==> src/rtl/alarma_dosis_pkg.sv <==
// Shared types and helpers for the dose scheduler: FSM states, BCD field
// offsets of the time bus and the HH:MM validity check.
`timescale 1ns/1ps
package alarma_dosis_pkg;

  typedef enum logic [1:0] {
    IDLE     = 2'd0,
    DISPENSE = 2'd1,
    ESPERA   = 2'd2
  } estado_e;

  localparam int unsigned HHMM_W    = 16;
  localparam int unsigned OFS_MIN1  = 0;
  localparam int unsigned OFS_MIN2  = 4;
  localparam int unsigned OFS_HORA1 = 8;
  localparam int unsigned OFS_HORA2 = 12;
  localparam int unsigned OFS_DIA1  = 16;
  localparam int unsigned OFS_DIA2  = 20;

  // A programmed time is matchable only if it is a real 00:00..23:59 BCD time.
  function automatic logic hhmm_valido(input logic [HHMM_W-1:0] hhmm);
    logic [3:0] h2, h1, m2, m1;
    h2 = hhmm[OFS_HORA2 +: 4];
    h1 = hhmm[OFS_HORA1 +: 4];
    m2 = hhmm[OFS_MIN2 +: 4];
    m1 = hhmm[OFS_MIN1 +: 4];
    return (h1 <= 4'd9) && (m2 <= 4'd5) && (m1 <= 4'd9) &&
           ((h2 < 4'd2) || ((h2 == 4'd2) && (h1 <= 4'd3)));
  endfunction

endpackage

==> src/rtl/dose_slot_bank.sv <==
// Programmable dose slots: stored HH:MM, enable bit and a per-slot match
// against the current HH:MM field of the time bus.
`timescale 1ns/1ps
module dose_slot_bank
  import alarma_dosis_pkg::*;
#(
  parameter int unsigned N_SLOTS = 4,
  parameter int unsigned IDX_W   = 2
) (
  input  logic              clk,
  input  logic              rst_n,
  input  logic              prog_we_i,
  input  logic [IDX_W-1:0]  prog_idx_i,
  input  logic [HHMM_W-1:0] prog_hhmm_i,
  input  logic              prog_en_i,
  input  logic [HHMM_W-1:0] hhmm_i,
  output logic [N_SLOTS-1:0] match_o
);

  logic [HHMM_W-1:0]  slot_q [N_SLOTS];
  logic [N_SLOTS-1:0] en_q;

  always_ff @(posedge clk or negedge rst_n) begin
    if (!rst_n) begin
      en_q <= '0;
      for (int unsigned i = 0; i < N_SLOTS; i++) slot_q[i] <= '0;
    end else if (prog_we_i && (32'(prog_idx_i) < N_SLOTS)) begin
      slot_q[prog_idx_i] <= prog_hhmm_i;
      en_q[prog_idx_i]   <= prog_en_i;
    end
  end

  always_comb begin
    match_o = '0;
    for (int unsigned i = 0; i < N_SLOTS; i++) begin
      match_o[i] = en_q[i] && hhmm_valido(slot_q[i]) && (slot_q[i] == hhmm_i);
    end
  end

endmodule

==> src/rtl/alarma_dosis.sv <==
// Dose scheduler top: tick detection on the BCD time bus, pending doses,
// lowest-index pick and the dispense/confirm FSM with its counters.
`timescale 1ns/1ps
module alarma_dosis
  import alarma_dosis_pkg::*;
#(
  parameter int unsigned N_SLOTS     = 4,
  parameter int unsigned TIMEOUT_MIN = 15,
  parameter int unsigned ACK_CICLOS  = 20000,
  localparam int unsigned IDX_W      = (N_SLOTS > 1) ? $clog2(N_SLOTS) : 1
) (
  input  logic              clk,
  input  logic              rst_n,
  input  logic [23:0]       tiempo,
  input  logic              prog_we,
  input  logic [IDX_W-1:0]  prog_idx,
  input  logic [HHMM_W-1:0] prog_hhmm,
  input  logic              prog_en,
  input  logic              disp_ack,
  input  logic              boton_tomar,
  output logic              disp_req,
  output logic [IDX_W-1:0]  disp_slot,
  output logic              alarma,
  output logic              dosis_tomada,
  output logic              dosis_perdida,
  output logic [7:0]        cuenta_perdidas,
  output logic              fallo_disp,
  output logic              pendiente
);

  localparam int unsigned ACK_W = $clog2(ACK_CICLOS + 1);

  estado_e            estado_q;
  logic [23:0]        tiempo_q;
  logic               primed_q;
  logic [N_SLOTS-1:0] pending_q, pending_d;
  logic [N_SLOTS-1:0] match;
  logic [ACK_W-1:0]   ack_cnt_q;
  logic [7:0]         min_cnt_q;
  logic               disp_req_q, alarma_q, tomada_q, perdida_q, fallo_q;
  logic [IDX_W-1:0]   disp_slot_q;
  logic [7:0]         cuenta_q;
  logic               tick;
  logic               pick_vld;
  logic [IDX_W-1:0]   pick_idx;

  dose_slot_bank #(
    .N_SLOTS (N_SLOTS),
    .IDX_W   (IDX_W)
  ) u_bank (
    .clk         (clk),
    .rst_n       (rst_n),
    .prog_we_i   (prog_we),
    .prog_idx_i  (prog_idx),
    .prog_hhmm_i (prog_hhmm),
    .prog_en_i   (prog_en),
    .hhmm_i      (tiempo[HHMM_W-1:0]),
    .match_o     (match)
  );

  assign tick = primed_q && (tiempo != tiempo_q);

  always_comb begin
    pick_vld = 1'b0;
    pick_idx = '0;
    for (int unsigned i = 0; i < N_SLOTS; i++) begin
      if (!pick_vld && pending_q[i]) begin
        pick_vld = 1'b1;
        pick_idx = IDX_W'(i);
      end
    end
  end

  // Order matters: pick clears, a new match sets, a slot write clears last.
  always_comb begin
    pending_d = pending_q;
    if ((estado_q == IDLE) && pick_vld) pending_d[pick_idx] = 1'b0;
    if (tick) pending_d = pending_d | match;
    if (prog_we && (32'(prog_idx) < N_SLOTS)) pending_d[prog_idx] = 1'b0;
  end

  always_ff @(posedge clk or negedge rst_n) begin
    if (!rst_n) begin
      estado_q    <= IDLE;
      tiempo_q    <= '0;
      primed_q    <= 1'b0;
      pending_q   <= '0;
      ack_cnt_q   <= '0;
      min_cnt_q   <= '0;
      disp_req_q  <= 1'b0;
      disp_slot_q <= '0;
      alarma_q    <= 1'b0;
      tomada_q    <= 1'b0;
      perdida_q   <= 1'b0;
      cuenta_q    <= '0;
      fallo_q     <= 1'b0;
    end else begin
      tiempo_q  <= tiempo;
      primed_q  <= 1'b1;
      pending_q <= pending_d;
      tomada_q  <= 1'b0;
      perdida_q <= 1'b0;
      case (estado_q)
        IDLE: begin
          if (pick_vld) begin
            estado_q    <= DISPENSE;
            disp_req_q  <= 1'b1;
            disp_slot_q <= pick_idx;
            ack_cnt_q   <= '0;
          end
        end
        DISPENSE: begin
          if (disp_ack) begin
            estado_q   <= ESPERA;
            disp_req_q <= 1'b0;
            alarma_q   <= 1'b1;
            min_cnt_q  <= '0;
          end else if (ack_cnt_q == ACK_W'(ACK_CICLOS - 1)) begin
            estado_q   <= IDLE;
            disp_req_q <= 1'b0;
            fallo_q    <= 1'b1;
          end else begin
            ack_cnt_q <= ack_cnt_q + 1'b1;
          end
        end
        ESPERA: begin
          if (boton_tomar) begin
            estado_q <= IDLE;
            alarma_q <= 1'b0;
            tomada_q <= 1'b1;
          end else if (tick) begin
            if (min_cnt_q == 8'(TIMEOUT_MIN - 1)) begin
              estado_q  <= IDLE;
              alarma_q  <= 1'b0;
              perdida_q <= 1'b1;
              if (cuenta_q != 8'hFF) cuenta_q <= cuenta_q + 8'd1;
            end else begin
              min_cnt_q <= min_cnt_q + 8'd1;
            end
          end
        end
        default: estado_q <= IDLE;
      endcase
    end
  end

  assign disp_req        = disp_req_q;
  assign disp_slot       = disp_slot_q;
  assign alarma          = alarma_q;
  assign dosis_tomada    = tomada_q;
  assign dosis_perdida   = perdida_q;
  assign cuenta_perdidas = cuenta_q;
  assign fallo_disp      = fallo_q;
  assign pendiente       = |pending_q;

endmodule
==> config.mk <==
export PLATFORM = sky130hd
export DESIGN_NAME = alarma_dosis
export DESIGN_NICKNAME = d
export VERILOG_FILES = /design/src/rtl/alarma_dosis_pkg.sv /design/src/rtl/dose_slot_bank.sv /design/src/rtl/alarma_dosis.sv
export SDC_FILE = /design/constraint.sdc
export NUM_CORES = 1
export LEC_CHECK = 0
export ABC_AREA = 1
export ABC_CLOCK_PERIOD_IN_PS = 2700
export CORE_MARGIN = 2
export CORE_UTILIZATION = 35
export CTS_CLUSTER_SIZE = 24
export DETAILED_ROUTE_END_ITERATION = 8
export GPL_ROUTABILITY_DRIVEN = 0
export PLACE_DENSITY = 0.54
export SLEW_MARGIN = 20
export SYNTH_ARGS = -nofsm -noshare
export SYNTH_HDL_FRONTEND = slang
export SYNTH_SLANG_ARGS = --single-unit
==> constraint.sdc <==
create_clock -name clk -period 2.7 [get_ports clk]
set_input_delay 0.54 -clock clk [delete_from_list [all_inputs] [get_ports clk]]
set_output_delay 0.54 -clock clk [all_outputs]
set_load 0.02 [all_outputs]
==> results by group, run 1 <==
Run status
  – Run status: completed

Floorplanning
  – Initial core utilization: 36.0%
  – Die height: between 100 and 150 microns
  – # IOs: 64
  – Chip Width: 146 microns
  – Die area: 0.0214 sq mm
  – # rows: 51
  – Area of the core: 0.0197 sq mm

Cells and area
  – Fraction of layout cells with a size suffix above 1: between 8 and 9%
  – Area Growth Syn to Fin: 24.7%
  – Most common cell after layout, fill and taps aside: nand2_1
  – Nets: approximately 1000
  – # diodes: 0
  – Commonest non-fill, non-tap cells in the layout: nand2_1 (262), dfrtp_1 (137), inv_1 (120), o21ai_0 (85), nor2_1 (69)

Timing
  – Max Freq: 460 MHz
  – TNS Setup: 0 ps
  – Crit share post-route: 80.5%
  – RSZ-0062 raised after global routing: false
  – Max-slew violation count: 0
  – Final Worst Setup Slack: around 530 ps
  – Clk_skew: 6.71 ps
  – Relative slew slack: 47.1%
  – Period minus WS final: 2170 ps
  – Final Hold Fails: 0
  – Setup violators final: 0
  – Worst-Margin Slew: 792 ps

Detailed routing
  – Drt drc: 0
  – Starting DRC count in detailed routing: 395
  – Residual antenna-violating net count after detailed routing: 0
  – Post-Route WL: just over 20000 microns
  – Avg WL per Cell: between 15 and 20 microns
  – Vias: 6151
  – DR vias/cell: 4.84
  – Number of iterations in the first detailed-routing pass: 5

GRT
  – Overflow after GRT: 0
  – Pin count of the biggest net entering global routing: 52
  – GR Util met3: 4.16%
  – Total track usage: 20.2%
  – GR peak layer: met1
  – Vias in the first global route: 6015
  – Met2 GRT Util: 29.2%
  – Initial antenna violation count: 0
  – Global-route wire length before repair: 33400 microns
  – GR Layer Usage met1: 30.4%

Critical path
  – Critical Path End Type: primary output
  – Reg2Reg Setup Slack: between 600 and 700 ps
  – Setup CP Type: flip-flop to primary output
  – CP Data Required Time: 2160 ps
  – CP arrival: around 1600 ps
  – Critical-path cell list: nor2_1, nand2_1, clkdlybuf4s50_1
  – Crit-path slowest cell: clkdlybuf4s50_1
  – CP Max Fanout: 3
  – Slowest stage delay, CP: 550 ps
  – Critical Path Start Type: flip-flop

Pwr
  – Pwr dens: 707 mW/mm^2
  – VDD IR max: 448 uV
  – Design Power: 0.00624 W
  – Leak: 4.20 nW

Synth
  – Top FF cell, synth: dfrtp_1
  – Post-synth EDFFs: 0
  – Post-synth top area cell: dfrtp_1
  – Avg Inst Size Synth: 7.77 sq um
  – Yosys reg bits: between 100 and 150
  – Cell Area, Synth: 0.00707 sq mm
  – Synth area leaders: dfrtp_1 (48%), nand2_1 (14%), inv_1 (6.4%)
  – Post-synth cell types: 39
  – Synth top area share: 48.5%
  – Syn nets: roughly 960
  – Ys Warns: 0
  – Asr flop ratio synth: 100%
  – Syn Inst Count: 910
  – Sequential-to-total area share from yosys stat: 48.5%

Placement
  – Final HPWL DP: 15600 microns
  – # port buffers: 63
  – Placement Setup Slack: approximately 180 ps

Job
  – Max-Cap Viols: 0

Clock tree
  – CTS tree: built
  – Post-CTS Setup Inserts: 0
  – Clock-pin slew on the worst setup and hold paths: 60 ps
  – Clock tree buffer depth: 2
  – Clk root buf: clkbuf_16
  – CTS buffer count: 17
  – Clk sinks: roughly 140
  – # H-tree levels: 4
  – CTS Hold Bufs: 0
  – Cts repair resizes: 0
  – Worst skew pair latency: 430 ps

Worst hold path
  – Hold Crit Class: input pin to async pin
==> final cells by class <==
| type | instances | area [sq um] |
|---|---|---|
| inverter | 137 | 517 |
| multi-input combinational | 619 | 3060 |
| clock inverter | 14 | 269 |
| tap | 265 | 332 |
| sequential | 137 | 3430 |
| clock buffer | 18 | 429 |
| fill | 2076 | 10800 |
| timing repair buffer | 81 | 792 |
==> path summary, 6_finish.rpt <==
kind / startpoint / end / cells past startpoint
setup / recovery: pending_q[3] / pendiente / 3
hold / removal: rst_n / u_bank.slot_q[37] / 1
setup reg to reg: ack_cnt_q[0] / ack_cnt_q[8] / 10
hold reg to reg: fallo_disp / fallo_disp / 1
max in group asynchronous: rst_n / ack_cnt_q[7] / 2
min in group clk: fallo_disp / fallo_disp / 1
==> registers in the layout (all words and copies together), names as in the netlist <==
signal	count
cuenta_perdidas	8
min_cnt_q	8
u_bank.slot_q	64
pending_q	4
alarma	1
dosis_perdida	1
disp_req	1
tiempo_q	24
u_bank.en_q	4
dosis_tomada	1
estado_q	2
fallo_disp	1
ack_cnt_q	15
primed_q	1
disp_slot	2
==> cells in the mapped netlist, types with 3 or more instances <==
master / count
o21bai_1: 9
buf_2: 3
nor2_4: 3
nand4_1: 18
dfrtp_1: 137
nor3_1: 19
o21ai_1: 11
xor2_1: 24
a21oi_1: 15
o22ai_1: 14
nor3_2: 3
xnor2_1: 9
o21ai_0: 85
clkbuf_1: 13
inv_1: 120
o31ai_1: 6
nor2_2: 4
inv_2: 16
nand2_1: 262
nand2_2: 3
ha_1: 4
nand3_1: 42
nor2_1: 69
==> stage by stage <==
step | utilization [%] | instance area (sq um) | std cells | hold slack, ps
final | 44.9 | 8820 | 1271 | 50.5
after global placement | 41.3 | 8130 | 1239 | 463
after global routing | 44.9 | 8820 | 1271 | 80.2
after floorplan | - | 7070 | 910 | 244
after detailed placement | 41.3 | 8130 | 1239 | 468
after CTS | 44.9 | 8820 | 1271 | 64.8
==> cell families (layout without fill, tap and decap cells) <==
logic type	after synthesis	count (layout)	synth area share [%]
AOI/OAI and AO/OA	144	144	11.2
xor gates and xnor gates	33	33	4.09
adders and majority gates	4	4	0.708
buffers and inverters	154	250	8.31
DFF	137	137	48.5
other	1	1	0.0530
and+or+nand+nor	437	437	27.2
==> worst max-delay path, delay by kind of cell (launching register included) <==
family | cells | cell delay [ps]
flip-flops | 1 | 400
AND/OR/NAND/NOR | 2 | 260
buffers and inverters | 1 | 550
==> power breakdown <==
| group | internal (W) | total (W) | switching (W) |
|---|---|---|---|
| Sequential | 0.00231 | 0.00254 | 0.000232 |
| Clock | 0.00184 | 0.00279 | 0.000952 |
| Combinational | 0.000371 | 0.000912 | 0.000541 |
==> per-layer routing <==
layer  part of all wire, %  wire (microns)  up-vias
met4                   1.7             340        0
met5                     0               0        -
met2                    42            8650      158
met3                   5.0            1020       23
met1                    51           10500     2910
li1                      -               -     3060
Note: power is estimated with default switching activity, not from simulation.
==> run 2, diff against run 1 <==
--- a/config.mk
+++ b/config.mk
@@ -6,7 +6,7 @@
 export NUM_CORES = 1
 export LEC_CHECK = 0
 export ABC_AREA = 1
-export ABC_CLOCK_PERIOD_IN_PS = 2700
+export ABC_CLOCK_PERIOD_IN_PS = 2000
 export CORE_MARGIN = 2
 export CORE_UTILIZATION = 35
 export CTS_CLUSTER_SIZE = 24
==> constraint.sdc (replaced) <==
create_clock -name clk -period 2 [get_ports clk]
set_input_delay 0.4 -clock clk [delete_from_list [all_inputs] [get_ports clk]]
set_output_delay 0.4 -clock clk [all_outputs]
set_load 0.02 [all_outputs]
==> run 2 against run 1 <==
- sequential share of layout area is 1.0 points lower
- critical path depth shrank 2
- flip-flop and latch count unchanged
- non-clock buffer count grew 38
- combinational power up 39%
- clock power increased by 19%
- register-to-register slack worse by 450 ps
- largest cell class unchanged
- die area unchanged
- hold slack improved by 140 ps
- core utilization up 1.2 points
- wire length fell by 2.7%
==> results by group, run 2 (synthesized netlist as in run 1, its figures left out) <==
Cells and area
  – Largest regs: u_bank.slot_q x64, tiempo_q x24, ack_cnt_q x15
  – Largest Register: u_bank.slot_q
  – Largest register FFs: 64
  – Fin area: 0.00906 sq mm
  – Filler cell count in the final layout: 2021
  – Register area: ~0.0034 sq mm
  – Commonest non-fill, non-tap cells in the layout: nand2_1 (261), dfrtp_1 (137), inv_1 (120), o21ai_0 (85), nor2_1 (66)
  – Area Growth Syn to Fin: 28.1%
  – Fraction of layout cells with a size suffix above 1: 12.6%
  – Most common cell after layout, fill and taps aside: nand2_1
  – # diodes: 0
  – Multi-input gate area: 0.00307 sq mm
  – Nets: 1083
  – Core Util, Final: between 40% and 50%

Clock tree
  – # H-tree levels: 4
  – Worst skew pair latency: 420 ps
  – Post-CTS Setup Inserts: 0
  – Clock tree buffer depth: 2
  – CTS buffer count: 17
  – Clk sinks: 137
  – CTS tree: built
  – Clk root buf: clkbuf_16
  – Clock-pin slew on the worst setup and hold paths: 70 ps

Floorplanning
  – # IOs: 64
  – Chip Width: 146 microns
  – Area of the core: roughly 0.02 sq mm
  – Initial core utilization: 36.0%
  – Die height: between 100 and 150 microns
  – # rows: 51
  – Die area: 0.0214 sq mm

Critical path
  – CP arrival: 1510 ps
  – Critical Path End Type: primary output
  – CP Buf/Inv Count: 1
  – CP Max Fanout: 5
  – Crit path max-delay family: buffers and inverters
  – Slowest stage delay, CP: 640 ps
  – Critical-path cell list: clkdlybuf4s50_1
  – Crit-path slowest cell: clkdlybuf4s50_1
  – Critical Path Start Type: flip-flop
  – CP Data Required Time: about 1600 ps
  – Setup CP Type: flip-flop to primary output

Timing
  – TNS Setup: 0 ps
  – Crit share post-route: a little over nine tenths
  – Max Freq: 524 MHz
  – RSZ-0062 raised after global routing: false
  – Period minus WS final: 1910 ps
  – Max-slew violation count: 0
  – Worst-Margin Slew: 607 ps
  – Clk_skew: around 7.7 ps
  – Final Hold Fails: 0
  – Setup violators final: 0
  – Final Worst Setup Slack: 92.8 ps
  – Relative slew slack: 59.5%

Pwr
  – Pwr dens: approximately 900 mW/mm^2
  – Design Power: 0.00799 W
  – Leak: around 4.4 nW
  – VDD IR max: 441 uV

Placement
  – Dpl cell area: 0.00842 sq mm
  – Final HPWL DP: 15200 microns
  – # port buffers: 63
  – Placement Setup Slack: -413 ps

GRT
  – Pin count of the biggest net entering global routing: 56
  – Global-route wire length before repair: 32400 microns
  – Vias in the first global route: around 6000
  – Initial antenna violation count: 0
  – Overflow after GRT: 0
  – Total track usage: approximately a fifth

Detailed routing
  – Vias: 6265
  – Number of iterations in the first detailed-routing pass: 6
  – Starting DRC count in detailed routing: 528
  – DR vias/cell: around 4.8
  – Residual antenna-violating net count after detailed routing: 0
  – Drt drc: 0
  – Post-Route WL: 20000 microns
  – Avg WL per Cell: 15.3 microns

Run status
  – Run status: completed

Worst hold path
  – Hold Crit Class: input pin to flip-flop

Job
  – Max-Cap Viols: 0
==> run 2: cell types whose count changed in the layout (fill, tap and decap cells not counted), sizes merged <==
cell	previous run	this run
dlygate4sd2	0	1
clkinv	3	4
buf	19	56
dlymetal6s2s	0	3
inv	139	143
clkdlybuf4s50	62	58
clkbuf	18	17
bufinv	7	3
dlygate4sd3	0	1
==> run 2: per-layer routing <==
layer | track usage, % | wire, microns | vias up
li1 | - | - | 3150
met1 | 30.2 | 10300 | 2946
met2 | 27.9 | 8460 | 152
met3 | 4.00 | 976 | 17
met4 | 4.81 | 223 | 0
met5 | 0 | 0 | -
==> run 2: repair_timing <==
item	in CTS	in global routing
gates resized for setup	1	8
setup endpoints to repair	1	17
hold buffers	1	0
endpoints found under the hold margin	33	0
==> run 2: power by group <==
part,leakage [nW],internal [W],switching (W)
clock network,0.297,0.00199,0.00134
registers,1.69,0.00312,0.000277
logic,2.40,0.000546,0.000723
==> run 2: area by class of cell <==
type                       instances  share of cell area [%]
inverter                         137                    5.70
tap                              265                    3.66
clock inverter                    15                    2.07
clock buffer                      17                    4.70
sequential                       137                    37.8
multi-input combinational        619                    33.9
timing repair buffer             119                    12.1
==> run 2: metrics by stage <==
step | std cells | hold WS (ps)
6_report | 1309 | 194
5_1_grt | 1309 | 191
4_1_cts | 1309 | 435
3_5_place_dp | 1276 | 330
3_3_place_gp | 1276 | 327
2_1_floorplan | 910 | 104
==> run 2: final timing paths <==
kind | start | to | slack, ps | cells after the start
max | cuenta_perdidas[3] | cuenta_perdidas[3] | 90 | 1
min | tiempo[1] | tiempo_q[1] | 190 | 1
max reg2reg | cuenta_perdidas[0] | cuenta_perdidas[2] | 200 | 9
min reg2reg | alarma | alarma | 480 | 2
max in group asynchronous | rst_n | ack_cnt_q[6] | 930 | 3
min in group asynchronous | rst_n | u_bank.slot_q[38] | 440 | 2
